<file path="src/rtl/hit_event_pkg.sv">
// hit_event_pkg: shared game state encoding, widths and popcount helper for the hit event manager
package hit_event_pkg;
  typedef enum logic [1:0] {PLAY = 2'd0, COOLDOWN = 2'd1, GAME_OVER = 2'd2} game_state_t;
  localparam int NUM_SHOTS = 3;
  localparam int SCORE_W = 14;
  localparam int LIVES_W = 3;
  function automatic logic [1:0] popcount3(input logic [2:0] v);
    return {1'b0, v[0]} + {1'b0, v[1]} + {1'b0, v[2]};
  endfunction
endpackage

</file>
<file path="src/rtl/frame_event_latch.sv">
// frame_event_latch: one frame flag turning a level collision into one pulse per frame; ports clk, reset, startOfFrame, hit_in -> pulse_out (registered, or the same-cycle fire when EARLY=1)
module frame_event_latch #(
  parameter bit EARLY = 1'b0
) (
  input  logic clk,
  input  logic reset,
  input  logic startOfFrame,
  input  logic hit_in,
  output logic pulse_out
);
  logic flag, fire, pulse_r;
  // a collision on the frame-start cycle belongs to the new frame
  assign fire = hit_in & (~flag | startOfFrame);
  // the player FSM consumes the fire in-cycle so its own outputs stay one cycle behind
  assign pulse_out = EARLY ? fire : pulse_r;
  always_ff @(posedge clk) begin
    if (reset) begin
      flag    <= 1'b0;
      pulse_r <= 1'b0;
    end else begin
      flag    <= startOfFrame ? hit_in : (flag | hit_in);
      pulse_r <= fire;
    end
  end
endmodule

</file>
<file path="src/rtl/hit_event_manager.sv">
// hit_event_manager: per-frame collision events, lives/cooldown/score and PLAY/COOLDOWN/GAME_OVER FSM; inputs clk, reset, startOfFrame, collision levels; outputs event pulses, lives, score, state, player_visible; optional macro INVULN_BLINK_EN blinks the player during cooldown
import hit_event_pkg::*;
module hit_event_manager #(
  parameter int START_LIVES     = 3,
  parameter int INVULN_FRAMES   = 30,
  parameter int SCORE_PER_ENEMY = 10,
  parameter int SCORE_MAX       = 9999
) (
  input  logic         clk,
  input  logic         reset,
  input  logic         startOfFrame,
  input  logic [2:0]   ShotBoxCollision,
  input  logic         TowerEnemyHUCollision,
  input  logic [2:0]   ShotEnemyCollision,
  input  logic         towerPlayerCollision,
  output logic [2:0]   shot_tower_hit,
  output logic [2:0]   shot_enemy_hit,
  output logic         enemy_hu_tower_hit,
  output logic         player_hit,
  output logic [2:0]   lives,
  output logic [13:0]  score,
  output logic [1:0]   state,
  output logic         player_visible
);
  localparam int SW1 = SCORE_W + 1;
  localparam logic [SW1-1:0] SMAX = SW1'(SCORE_MAX);
  logic [2:0] st_r, se_r;
  logic hu_r, pt_fire, ph_r, go;
  logic [SW1-1:0] sum;
  logic [7:0] cnt;
  game_state_t st;
  genvar i;
  for (i = 0; i < NUM_SHOTS; i++) begin : g_shot
    frame_event_latch u_st (.clk(clk), .reset(reset), .startOfFrame(startOfFrame), .hit_in(ShotBoxCollision[i]), .pulse_out(st_r[i]));
    frame_event_latch u_se (.clk(clk), .reset(reset), .startOfFrame(startOfFrame), .hit_in(ShotEnemyCollision[i]), .pulse_out(se_r[i]));
  end
  frame_event_latch u_hu (.clk(clk), .reset(reset), .startOfFrame(startOfFrame), .hit_in(TowerEnemyHUCollision), .pulse_out(hu_r));
  frame_event_latch #(.EARLY(1'b1)) u_pt (.clk(clk), .reset(reset), .startOfFrame(startOfFrame), .hit_in(towerPlayerCollision), .pulse_out(pt_fire));
  assign go = st == GAME_OVER;
  assign state = st;
  assign shot_tower_hit = go ? 3'b0 : st_r;
  assign shot_enemy_hit = go ? 3'b0 : se_r;
  assign enemy_hu_tower_hit = hu_r & ~go;
  // the fatal hit's pulse lands in GAME_OVER and is masked with everything else
  assign player_hit = ph_r & ~go;
  assign sum = SW1'(score) + SW1'(popcount3(shot_enemy_hit) * SCORE_PER_ENEMY);
  always_ff @(posedge clk) begin
    if (reset) begin
      st    <= PLAY;
      lives <= LIVES_W'(START_LIVES);
      score <= '0;
      cnt   <= '0;
      ph_r  <= 1'b0;
    end else begin
      ph_r <= st == PLAY && pt_fire && lives != '0;
      if (!go) score <= sum > SMAX ? SCORE_W'(SCORE_MAX) : sum[SCORE_W-1:0];
      if (st == PLAY && pt_fire && lives != '0) begin
        lives <= lives - 1'b1;
        st    <= lives == LIVES_W'(1) ? GAME_OVER : COOLDOWN;
        cnt   <= 8'(INVULN_FRAMES);
      end else if (st == COOLDOWN && startOfFrame) begin
        cnt <= cnt - 1'b1;
        if (cnt == 8'd1) st <= PLAY;
      end
    end
  end
`ifdef INVULN_BLINK_EN
  logic [1:0] bcnt;
  logic vis;
  // held at visible/zero outside COOLDOWN so every cooldown starts visible
  always_ff @(posedge clk) begin
    if (reset || st != COOLDOWN) begin
      bcnt <= 2'd0;
      vis  <= 1'b1;
    end else if (startOfFrame) begin
      bcnt <= bcnt + 1'b1;
      if (bcnt == 2'd3) vis <= ~vis;
    end
  end
  assign player_visible = st == PLAY || (st == COOLDOWN && vis);
`else
  assign player_visible = ~go;
`endif
endmodule

</file>
<file path="config.mk">
export PLATFORM = sky130hd
export DESIGN_NAME = hit_event_manager
export DESIGN_NICKNAME = d
export VERILOG_FILES = /design/src/rtl/hit_event_pkg.sv /design/src/rtl/frame_event_latch.sv /design/src/rtl/hit_event_manager.sv
export SDC_FILE = /design/constraint.sdc
export NUM_CORES = 1
export LEC_CHECK = 0
export BUFFER_PORTS_ARGS = -buffer_cell sky130_fd_sc_hd__buf_4
export CORE_ASPECT_RATIO = 2
export CORE_UTILIZATION = 45
export CTS_BUF_LIST = sky130_fd_sc_hd__clkbuf_8
export CTS_CLUSTER_SIZE = 30
export DETAILED_ROUTE_END_ITERATION = 8
export PLACE_DENSITY = 0.66
export SLEW_MARGIN = 20
export SYNTH_ARGS = -nofsm -noshare
export SYNTH_HDL_FRONTEND = slang
export SYNTH_HIERARCHICAL = 1
export SYNTH_SLANG_ARGS = --single-unit
</file>
<file path="constraint.sdc">
create_clock -name clk -period 6.86 [get_ports clk]
set_input_delay 0.343 -clock clk [delete_from_list [all_inputs] [get_ports clk]]
set_output_delay 0.343 -clock clk [all_outputs]
set_load 0.005 [all_outputs]
</file>
==> impl_metrics.ini <==
[pwr]
internal-power_mw = 0.428
leakagePower_nw = 1.20
clkPwrFrac = 0.269
power.share.switching = 0.312
power.density_mw_per_mm2 = 228
p_sw_mw = 0.194
pwr-share-seq = 0.470
vdd_drop_max_mv = 0.163
comb_power_share = 0.261

[yosys]
synth-edff-count = 0
synthCells = 257
yosysUniqueCellTypes = 52
yosysWarningCount = 6
synthArstFlopShare = 0
seq_area_frac_synth = 0.370
ys.flop_type = dfxtp_1
synth-seq-cells = 43
postSynthAreaPerCell_sq_um = 9.06
synthesis.area_sq_mm = 0.00233
syn_nets = 279
yosysTopAreaCell = dfxtp_1
synth_area_leaders = dfxtp_1 (37%), ha_1 (4.8%), nand2b_4 (4.7%)
synth_top_area_share = 0.370

[route]
wl_per_cell_um = 13.6
routed_wl_um = 4750
route.detailed.drc = 0
vias = 1899
detail-route-antenna-nets = 0
drt_pass1_iterations = 4
drt_iter0_drc = 31
viasPerCell = 5.43

[worst_setup_path]
cp.arrival_ns = 5.17
worst-r2r-setup-slack_ns = 1.90
critPathLaunchType = flop
crit_start = state[1]$_SDFFE_PP0P_
cp_max_fo = 22
r2r_start = state[1]$_SDFFE_PP0P_
cp-end-kind = flop
critical_path_class = flop to flop
timing.rr.end = score[5]$_SDFFE_PP0N_
reg2reg_depth = 15
required_ns = 7.08
cp-endpoint = score[5]$_SDFFE_PP0N_

[die]
row_count = 36
fp.dieW_um = 52.9
die_area_sq_mm = 0.00548
core_area_sq_mm = 0.00491
die_h_um = 104
io_pins = 39
start_util = 0.474

[global_route]
antenna_found_initial = 0
grt_use_total = 0.193
grt_pass1_vias = 1811
grt_start_max_net_pins = 45
grt_pass1_wl_um = 8000
overflow = 0

[sta]
setup-violations-final = 0
finalHoldViolCount = 0
drv_slew = 0
slew_headroom = 0.415
setup_tns_ns = 0
timing.fmax_mhz = 202
tightest_slew_ns = 0.876
fin_crit_sh = 0.722
rsz0062_at_grt = false
whs_ns = 0.310
skew_ns = 0.00287
min_period_ns = 4.96

[run_status]
status = finished, final reports clean

[clock_network]
post-cts-setup-buffer-count = 0
clk_pin_slew_ns = 0.08
clock_sinks = 43
clock_latency_ns = 0.29
cts_tree = done
h-tree-depth = 2
root_buffer = clkbuf_8
ctsHoldBuffers = 0
cts_buffers = 5
cts_resized = 0
cts_buffer_depth = 2

[hold_path]
hold_class = primary input to flop

[job]
cap_violations = 0

[finish]
syn2layout_area_growth_pct = 17.4
n_antenna_cell = 0
nNetsFinal = 314
drive_gt1_frac = 0.249

[placed_design]
port_buffers = 38
routabilityCongestion = 0.869
place.detailed.hpwl_um = 3490
## registers in the layout, indices dropped and copies added (netlist names)
signal,cells
u_hu/pulse_out,1
state,2
g_shot.u_se/pulse_out,3
ph_r,1
u_pt/flag,1
lives,3
cnt,8
g_shot.u_se/flag,3
u_hu/flag,1
g_shot.u_st/pulse_out,3
g_shot.u_st/flag,3
score,14
## critical path, cell delays in order (launching register included)
cell,delay (ns)
dfxtp_1,0.38
nor2b_1,0.72
inv_1,0.54
and2_1,0.32
inv_1,0.06
fa_1,0.40
inv_1,0.09
ha_1,0.19
fa_1,0.29
a211oi_4,0.12
nor3_1,0.39
xnor2_1,0.16
o21ai_0,0.19
a211oi_4,0.63
o21ai_1,0.19
a21oi_1,0.20
## cell families after synthesis
group           share of synthesized area
buf+inv                            0.0511
simple gates                        0.313
compound gates                      0.154
mux                               0.00430
fa+ha+maj                          0.0656
xor+xnor                           0.0414
flops                               0.370
## stage by stage
| stage | util | total power [mW] | setup WS, ns | cell area (sq um) | cells |
|---|---|---|---|---|---|
| finish | 0.556 | 0.622 | 1.90 | 2730 | 350 |
| global route | 0.556 | 0.657 | 1.41 | 2730 | 350 |
| CTS | 0.556 | 0.630 | 1.89 | 2730 | 350 |
| detailed placement | 0.537 | 0.462 | 1.88 | 2640 | 342 |
| global placement | 0.537 | 0.461 | 2.06 | 2640 | 342 |
| floorplan | - | 0.407 | 2.74 | 2330 | 257 |
## power groups by stage
| stage | registers (mW) | clock network (mW) | logic (mW) |
|---|---|---|---|
| 2_1_floorplan | 0.293 | 0 | 0.114 |
| 3_3_place_gp | 0.298 | 0 | 0.163 |
| 3_5_place_dp | 0.298 | 0 | 0.163 |
| 4_1_cts | 0.292 | 0.174 | 0.164 |
| 5_1_grt | 0.295 | 0.182 | 0.180 |
| 6_report | 0.292 | 0.168 | 0.162 |
## how the worst min path moves through the flow
stage | startpoint | end | slack [ns] | cells after the start
3_3_place_gp | u_pt/flag$_SDFF_PP0_ | u_pt/flag$_SDFF_PP0_ | 0.47 | 2
2_1_floorplan | reset | u_pt/flag$_SDFF_PP0_ | 0.41 | 1
3_5_place_dp | score[0]$_SDFFE_PP0P_ | score[0]$_SDFFE_PP0P_ | 0.47 | 1
4_1_cts | TowerEnemyHUCollision | u_hu/flag$_SDFF_PP0_ | 0.30 | 3
6_report | ShotBoxCollision[2] | g_shot[2].u_st/flag$_SDFF_PP0_ | 0.31 | 3
5_1_grt | TowerEnemyHUCollision | u_hu/flag$_SDFF_PP0_ | 0.30 | 3
## final cells by class
cell class	count	area [sq um]
well taps	57	71.3
clock buffers	6	82.6
flip-flops and latches	43	861
multi-input cells	185	1350
fillers	468	2180
repair buffers	38	285
clock inverters	2	12.5
inverters	19	71.3
## cell usage in the layout, fill, tap and decap left out, drive strengths merged, types with 7 or more instances in the layout
cell type   n
ha          9
inv        20
nor3       10
a21oi      16
and2        7
nand2b     12
nor3b      11
xnor2       8
nand2      14
dfxtp      43
buf        38
o21ai       8
nor2       30
## synth_stat cells (3+ instances only)
library cell  instances
a211oi_1              3
a21oi_1              15
and2_1                6
and3_1                5
clkbuf_1              5
dfxtp_1              43
ha_1                  9
inv_1                19
nand2_1              14
nand2b_1              4
nand2b_4              8
nand3_1               5
nand4_1               3
nor2_1               29
nor2b_1               3
nor3_1               10
nor3b_1               4
nor3b_2               7
nor4_1                4
o21a_1                5
o21ai_0               6
xnor2_1               8
xor2_1                3
## per-layer routing
| metal | track usage | routed length (um) | part of all wire |
|---|---|---|---|
| met2 | 0.333 | 2570 | 0.54 |
| met4 | 0.0883 | 112 | 0.024 |
| met5 | 0 | 0 | 0 |
| met1 | 0.211 | 1890 | 0.40 |
| met3 | 0.0455 | 181 | 0.038 |
No activity file was read; power rests on OpenSTA's default activity.
